===== config.mk =====
export PLATFORM = sky130hd
export DESIGN_NAME = seq_detect_onehot_flat
export DESIGN_NICKNAME = d
export VERILOG_FILES = /design/src/rtl/seq_detect_pkg.sv /design/src/rtl/seq_detect_onehot_if.sv /design/src/rtl/seq_detect_next.sv /design/src/rtl/seq_detect_onehot.sv /design/src/flat_wrapper.sv
export SDC_FILE = /design/constraint.sdc
export NUM_CORES = 1
export LEC_CHECK = 0
export ABC_AREA = 1
export BUFFER_PORTS_ARGS = -buffer_cell sky130_fd_sc_hd__buf_4
export CAP_MARGIN = 20
export CORE_MARGIN = 1.5
export CORE_UTILIZATION = 28
export CTS_CLUSTER_DIAMETER = 100
export CTS_CLUSTER_SIZE = 24
export DETAILED_ROUTE_END_ITERATION = 12
export MAX_ROUTING_LAYER = met4
export PLACE_DENSITY = 0.51
export REMOVE_ABC_BUFFERS = 1
export SYNTH_ARGS = -nofsm -noshare
export SYNTH_HDL_FRONTEND = slang
export SYNTH_HIERARCHICAL = 1
export SYNTH_SLANG_ARGS = --single-unit

===== constraint.sdc =====
create_clock -name clk -period 4.28 [get_ports clk]
set_input_delay 0 -clock clk [delete_from_list [all_inputs] [get_ports clk]]
set_output_delay 0 -clock clk [all_outputs]
set_load 0.03 [all_outputs]

===== src/rtl/seq_detect_pkg.sv =====
// Shared constants and helpers for the one-hot serial pattern detector.
package seq_detect_pkg;

    // Legal pattern lengths; the one-hot state is one bit wider than the pattern.
    localparam int PAT_W_MIN   = 2;
    localparam int PAT_W_MAX   = 16;
    localparam int STATE_W_MAX = PAT_W_MAX + 1;

    // Index of the set bit of a one-hot vector (highest set bit wins, 0 if none).
    function automatic int onehot_idx(input logic [STATE_W_MAX-1:0] v);
        int idx;
        idx = 0;
        for (int i = 0; i < STATE_W_MAX; i++) begin
            if (v[i]) idx = i;
        end
        return idx;
    endfunction

endpackage


===== src/rtl/seq_detect_onehot_if.sv =====
// Port bundle of the serial pattern detector.
//
// Handshake: in_valid qualifies in_bit on a rising clk edge. There is no
// ready; the detector accepts every valid bit (no backpressure). cfg_load
// takes priority and discards the bit presented in the same cycle.
interface seq_detect_onehot_if #(
    parameter int PAT_W = 3,
    parameter int CNT_W = 8
);
    logic             in_valid;
    logic             in_bit;
    logic             cfg_load;
    logic [PAT_W-1:0] cfg_pattern;
    logic             cfg_overlap;
    logic             clr_count;
    logic [PAT_W:0]   state;
    logic             match;
    logic [CNT_W-1:0] match_count;
    logic             state_err;

    // Stimulus/controller side.
    modport master (
        output in_valid, in_bit, cfg_load, cfg_pattern, cfg_overlap, clr_count,
        input  state, match, match_count, state_err
    );

    // Detector side.
    modport slave (
        input  in_valid, in_bit, cfg_load, cfg_pattern, cfg_overlap, clr_count,
        output state, match, match_count, state_err
    );
endinterface


===== src/rtl/seq_detect_next.sv =====
// Next-state decode: parallel compare of every pattern prefix against the
// newest bits, picking the longest prefix that is reachable from the current
// state. Only suffixes up to (current length + 1) can be genuine, so stale
// history bits never produce a false hit.
module seq_detect_next
    import seq_detect_pkg::*;
#(
    parameter int PAT_W = 3
) (
    input  logic [PAT_W:0]   state,
    input  logic [PAT_W-1:0] history,
    input  logic             in_bit,
    input  logic [PAT_W-1:0] pattern,
    input  logic             overlap,
    output logic [PAT_W:0]   next_state
);

    logic [PAT_W-1:0] cand;
    logic [PAT_W-1:0] pfx;
    logic [PAT_W-1:0] mask;
    logic             unused_hist_msb;
    int               cur_len;
    int               best;

    // The oldest history bit drops out of the window once the new bit arrives.
    assign cand            = {history[PAT_W-2:0], in_bit};
    assign unused_hist_msb = history[PAT_W-1];

    // Prefix compare for k=1..PAT_W; highest reachable hit selects the state.
    always_comb begin
        cur_len = onehot_idx((STATE_W_MAX)'(state));
        // Non-overlapping: a completed match restarts from an empty history.
        if (cur_len == PAT_W && !overlap) cur_len = 0;
        best = 0;
        pfx  = '0;
        mask = '0;
        for (int j = 1; j <= PAT_W; j++) begin
            pfx  = pattern >> (PAT_W - j);
            mask = '1;
            mask = mask >> (PAT_W - j);
            if ((((cand ^ pfx) & mask) == '0) && (j <= cur_len + 1)) best = j;
        end
        next_state = (PAT_W + 1)'(1) << best;
    end

endmodule


===== src/rtl/seq_detect_onehot.sv =====
// Serial pattern detector with a one-hot Moore FSM, saturating match counter
// and one-hot integrity check. Holds only the registers; decode lives in
// seq_detect_next.
module seq_detect_onehot
    import seq_detect_pkg::*;
#(
    parameter int PAT_W = 3,
    parameter int CNT_W = 8
) (
    input  logic               clk,
    input  logic               aresetn,
    seq_detect_onehot_if.slave bus
);

    localparam int ST_W = PAT_W + 1;

    logic [PAT_W-1:0] pat_q;
    logic             ovl_q;
    logic [PAT_W-1:0] hist_q;
    logic [ST_W-1:0]  state_q;
    logic [ST_W-1:0]  state_d;
    logic [ST_W-1:0]  dec_state;
    logic [CNT_W-1:0] cnt_q;
    logic             err_q;
    logic             accept;
    logic             bad_state;
    logic             inc;

    assign accept    = bus.in_valid && !bus.cfg_load;
    assign bad_state = !$onehot(state_q);
    assign inc       = accept && !bad_state && dec_state[PAT_W];

    seq_detect_next #(.PAT_W(PAT_W)) u_next (
        .state      (state_q),
        .history    (hist_q),
        .in_bit     (bus.in_bit),
        .pattern    (pat_q),
        .overlap    (ovl_q),
        .next_state (dec_state)
    );

    // Configuration capture; overlap defaults on after reset.
    always_ff @(posedge clk or negedge aresetn) begin
        if (!aresetn) begin
            pat_q <= '0;
            ovl_q <= 1'b1;
        end else if (bus.cfg_load) begin
            pat_q <= bus.cfg_pattern;
            ovl_q <= bus.cfg_overlap;
        end
    end

    // History shift register of accepted bits, cleared on reconfiguration.
    always_ff @(posedge clk or negedge aresetn) begin
        if (!aresetn) begin
            hist_q <= '0;
        end else if (bus.cfg_load) begin
            hist_q <= '0;
        end else if (accept) begin
            hist_q <= {hist_q[PAT_W-2:0], bus.in_bit};
        end
    end

    // FSM state register.
    always_ff @(posedge clk or negedge aresetn) begin
        if (!aresetn) state_q <= ST_W'(1);
        else          state_q <= state_d;
    end

    // FSM next state: corrupt state recovers to S_0 ahead of everything else.
    always_comb begin
        state_d = state_q;
        if (bad_state)         state_d = ST_W'(1);
        else if (bus.cfg_load) state_d = ST_W'(1);
        else if (accept)       state_d = dec_state;
    end

    // Saturating match counter; a clear that coincides with a match leaves 1.
    always_ff @(posedge clk or negedge aresetn) begin
        if (!aresetn) begin
            cnt_q <= '0;
        end else if (bus.clr_count) begin
            cnt_q <= inc ? CNT_W'(1) : '0;
        end else if (inc && (cnt_q != {CNT_W{1'b1}})) begin
            cnt_q <= cnt_q + CNT_W'(1);
        end
    end

    // Error flag: high for the cycle in which a bad state is being corrected.
    always_ff @(posedge clk or negedge aresetn) begin
        if (!aresetn) err_q <= 1'b0;
        else          err_q <= bad_state;
    end

    // FSM outputs (Moore).
    always_comb begin
        bus.state       = state_q;
        bus.match       = state_q[PAT_W];
        bus.match_count = cnt_q;
        bus.state_err   = err_q;
    end

endmodule


===== src/flat_wrapper.sv =====
// flat-port wrapper written by rule: the top's interface ports become plain ports
module seq_detect_onehot_flat import seq_detect_pkg::*;
#(
    parameter int PAT_W = 3,
    parameter int CNT_W = 8
)
  (clk, aresetn, bus_in_valid, bus_in_bit, bus_cfg_load, bus_cfg_pattern, bus_cfg_overlap, bus_clr_count, bus_state, bus_match, bus_match_count, bus_state_err);
  seq_detect_onehot_if #(.PAT_W(PAT_W), .CNT_W(CNT_W)) bus_i ();
  input  logic clk;
  input  logic aresetn;
  input wire logic [$bits(bus_i.in_valid)-1:0] bus_in_valid;
  input wire logic [$bits(bus_i.in_bit)-1:0] bus_in_bit;
  input wire logic [$bits(bus_i.cfg_load)-1:0] bus_cfg_load;
  input wire logic [$bits(bus_i.cfg_pattern)-1:0] bus_cfg_pattern;
  input wire logic [$bits(bus_i.cfg_overlap)-1:0] bus_cfg_overlap;
  input wire logic [$bits(bus_i.clr_count)-1:0] bus_clr_count;
  output wire logic [$bits(bus_i.state)-1:0] bus_state;
  output wire logic [$bits(bus_i.match)-1:0] bus_match;
  output wire logic [$bits(bus_i.match_count)-1:0] bus_match_count;
  output wire logic [$bits(bus_i.state_err)-1:0] bus_state_err;
  assign bus_i.in_valid = bus_in_valid;
  assign bus_i.in_bit = bus_in_bit;
  assign bus_i.cfg_load = bus_cfg_load;
  assign bus_i.cfg_pattern = bus_cfg_pattern;
  assign bus_i.cfg_overlap = bus_cfg_overlap;
  assign bus_i.clr_count = bus_clr_count;
  assign bus_state = bus_i.state;
  assign bus_match = bus_i.match;
  assign bus_match_count = bus_i.match_count;
  assign bus_state_err = bus_i.state_err;
  seq_detect_onehot #(.PAT_W(PAT_W), .CNT_W(CNT_W)) u_core (.clk(clk), .aresetn(aresetn), .bus(bus_i));
endmodule

---- Word-level counts from Yosys, hierarchy flattened ----
Index checks and enable logic that the tools add are counted.
operators by class
  add/subtract/negate cells ............... 5
  $lt $le $gt $ge ......................... 3
  eq/ne operators ......................... 4
  shift operators ......................... 1
  muxes and demuxes ....................... 15
  bitwise operators ....................... 3
  reduce and logical (&&, ||, !) cells .... 16
operators by type and width
  operator                                                                  count
  2-bit by 32-bit <= comparator with 1-bit output (first input constant)    1
  3-bit by 32-bit <= comparator with 1-bit output (first input constant)    1
  1-bit by 32-bit << shifter with 4-bit output (first input constant)       1
  8-bit two-way mux                                                         2
  2-bit two-way mux                                                         7
  4-bit two-way mux                                                         3
  3-bit zero test                                                           3
  8-bit by 1-bit adder with 8-bit output (second input constant)            1
  1-bit logical AND                                                         8
  8-bit inequality test (second input constant)                             1
  1-bit by 1-bit adder with 2-bit output                                    2
  2-bit nonzero test                                                        2
  2-bit by 1-bit adder with 3-bit output (second input constant)            1
  3-bit adder                                                               1
  3-bit by 1-bit == test with 1-bit output (second input constant)          1
  2-bit by 3-bit <= comparator with 1-bit output (first input constant)     1
  1-bit zero test                                                           3
  1-bit two-way mux                                                         3
  3-bit by 2-bit inequality test with 1-bit output (second input constant)  1
  3-bit bitwise XOR                                                         1
  2-bit == test (second input constant)                                     1
  2-bit bitwise XOR                                                         1
  1-bit bitwise XOR                                                         1
storage, ports and cells
  bits in registers ....................... 19
  bits of input ports ..................... 10
  output and inout bits ................... 14
  logic and storage cells ................. 53

---- Longest topological paths before layout ----
  depth after elaboration ................. 17
  gate-level depth with buffers ........... 12
  gate-level depth less buffers ........... 12

---- Modules after synthesis ----
The synthesis kept the hierarchy.
by module, submodules not included
  module             times used  cells each  area each (µm²)  seq. area each (µm²)
  seq_detect_onehot  1           137         1129.8           503.0
  seq_detect_next    1           42          170.2            0.0

---- Worst setup path after synthesis ----
Ideal clock, no wire load.
  kind .................................... flip-flop to flip-flop
  start point ............................. register u_core.state_q[0] (netlist: u_core/bus.state[0])
  end point ............................... register u_core.cnt_q[4] (netlist: u_core/bus.match_count[4])
  setup time .............................. 0.120 ns
  arrival ................................. 2.254 ns
  required time ........................... 4.160 ns
  slack ................................... 1.906 ns
  stages on the path, launching flop included .. 12
  buffers on the path ..................... 0
  clock period less this slack ............ 2.374 ns
  cells stage by stage .................... dfstp_2 > inv_1 > fa_1 > inv_1 > ha_1 > ha_1 > inv_1 > nand3_4 > nor2_8 > nand2_4 > nand3_1 > o21ai_2
on the way
  longest elaborated chain between the ends .. 7
RTL lines
  element                                                       RTL line                 text
  from (decl)                                                   seq_detect_onehot.sv:20  logic [ST_W-1:0] state_q;
  from (signal assigned)                                        seq_detect_onehot.sv:67  else state_q <= state_d;
  1-bit by 1-bit adder with 2-bit output (not written as such)  seq_detect_onehot.sv:30  assign bad_state = !$onehot(state_q);
  3-bit adder (not written as such)                             seq_detect_onehot.sv:30
  3-bit by 1-bit == test with 1-bit output                      seq_detect_onehot.sv:30
  1-bit logical AND (2 in a row)                                seq_detect_onehot.sv:31  assign inc = accept && !bad_state && dec_state[PAT_W];
  1-bit logical AND                                             seq_detect_onehot.sv:84  end else if (inc && (cnt_q != {CNT_W{1'b1}})) begin
  2-bit nonzero test (no source line)                           --
  to (signal assigned)                                          seq_detect_onehot.sv:83  cnt_q <= inc ? CNT_W'(1) : '0;
  to (signal assigned)                                          seq_detect_onehot.sv:85  cnt_q <= cnt_q + CNT_W'(1);
  to (decl)                                                     seq_detect_onehot.sv:23  logic [CNT_W-1:0] cnt_q;
Every way passes these cells.
A chain may end at the register's enable or synchronous reset.

---- Final worst setup path ----
Same ends and word-level chain as after synthesis.

==> impl_metrics.json <==
{
  "syn_area_um2": 1270,
  "die_area_um2": 4930,
  "design_area_um2": 1620,
  "num-nets-final": 225,
  "clkLatencyLatePin_ps": 250,
  "worst_hold_path.endpoint": "u_core/hist_q[0]",
  "post-route-period-util_pct": 55.0,
  "dp_hpwl_um": 2050,
  "yosysWarningCount": 6,
  "portBuffers": 23,
  "cts_tree": "yes",
  "syn_inst": 176,
  "drive_gt1_share_pct": 22.9,
  "cts_max_path_buffers": 2,
  "dieHeight_um": 70.2,
  "rows": 24,
  "rsz0062_at_grt": "false",
  "die_width_um": 70.2,
  "placed_area_um2": 1480,
  "antenna_found_initial": 0,
  "r2r_cells": 11,
  "setup.worst_path.start_class": "flop",
  "io_pins": 24,
  "first_global_vias": 1074,
  "vias": 1135,
  "hold_class": "in2reg",
  "hold_viol": 0,
  "whs_path_depth": 3,
  "vias_per_cell": 4.33,
  "r2r_setup_slack_ps": 1930,
  "grt_remaining_overflow": 0,
  "drcViolationCount": 0,
  "htreeDepth": 1,
  "antenna_left": 0,
  "p_per_area_nw_per_um2": 263,
  "fin_tns_setup_ps": 0,
  "critPathMaxFanout": 10,
  "num_antenna_cells": 0,
  "drtIter0Drc": 51,
  "finalWirelength_um": 2700,
  "grt_use_total_pct": 12.5,
  "fmax_mhz": 425,
  "required_ps": 4430,
  "irDropWorstVdd_mv": 0.103,
  "status": "finished clean",
  "grt_start_max_net_pins": 20,
  "initial_core_util_pct": 29.1,
  "r2r-end": "u_core/bus.match_count[4]",
  "grt_pass1_wl_um": 4750,
  "setup_viol": 0,
  "numCtsBuffers": 3,
  "worstPathArrival_ps": 2500,
  "slew_headroom_pct": 67.3,
  "first_pass_iters": 4,
  "min_period_ps": 2350,
  "total_power_mw": 0.425,
  "final_common_cell": "nand2_1",
  "place.gp.congestion": 0.793,
  "fin_util_pct": 37.2,
  "fin_worst_skew_ps": 1.63,
  "worst_slew_pin_slew_ps": 490,
  "avgSynthCellArea_um2": 7.19,
  "mostFrequentLayoutCells": "nand2_1, inv_1, buf_4",
  "hold_start": "bus_in_bit",
  "cts.clk_slew.worst_paths_ps": 70,
  "critPathKind": "reg2reg",
  "drv_cap": 0,
  "cts-root-buf": "clkbuf_8",
  "wl_per_cell_um": 10.3,
  "area_growth_pct": 27.8,
  "core_um2": 4350,
  "maxSlewViolCount": 0,
  "end_kind": "flop",
  "clock-sinks": 19,
  "p_leak_nw": 0.856,
  "r2r-start": "u_core/bus.state[0]"
}
repair_timing:
item,in CTS,in global routing
buffers inserted,0,0
hold buffers,8,1
resized for setup,0,0
endpoints found under the hold margin,23,1
endpoints found under the setup margin,0,0
worst max path at each step:
stage                     depth (start not counted)  slack (ps)                start                   endpoint
after floorplan                                  11        1820  u_core/bus.state[3]  u_core/bus.match_count[4]
after global placement                           11        1940  u_core/bus.state[0]  u_core/bus.match_count[4]
after detailed placement                         11        1910  u_core/bus.state[0]  u_core/bus.match_count[4]
after CTS                                        11        1900  u_core/bus.state[0]  u_core/bus.match_count[4]
after global routing                             11        1730  u_core/bus.state[0]  u_core/bus.match_count[1]
final                                            11        1930  u_core/bus.state[0]  u_core/bus.match_count[4]
worst max-delay path, cell delays in order (launching register included):
cell and delay, ps:
dfstp_2 540, inv_1 50, fa_1 520, inv_1 40, ha_1 170, ha_1 260
inv_1 100, nand3_4 120, nor2_8 140, nand2_4 120, nand3_1 110, o21ai_2 60
flip-flops by register name (all words and copies together), names as in the netlist:
register	flops
u_core/bus.match_count	8
u_core/bus.state	4
u_core/bus.state_err	1
u_core/hist_q	2
u_core/ovl_q	1
u_core/pat_q	3
routing by layer:
metal  track usage, %  share of wire, %
met5                -                 0
met4             4.49              0.41
met3             2.31               4.2
met2             20.1                48
met1             15.6                47
cell type report:
| type | instances | area (um2) |
|---|---|---|
| Clock buffer | 4 | 45.0 |
| Fill cell | 466 | 2740 |
| Inverter | 32 | 120 |
| Multi-Input combinational cell | 123 | 647 |
| Sequential cell | 19 | 478 |
| Tap cell | 52 | 65.1 |
| Timing Repair Buffer | 32 | 263 |
power by group:
part,leakage [nW],switching (mW),internal [mW]
logic,0.583,0.0596,0.0391
registers,0.249,0.00907,0.192
clock network,0.0228,0.0590,0.0661
total,0.856,0.128,0.297
stage by stage:
stage                     hold slack (ps)  worst slack [ps]  cells
after global routing                 27.9              1730    262
final                                11.0              1930    262
after floorplan                      -296              1820    174
after detailed placement             -105              1910    249
after global placement               -106              1940    249
after CTS                            4.53              1900    261
Power figures use the tool's default switching activity.
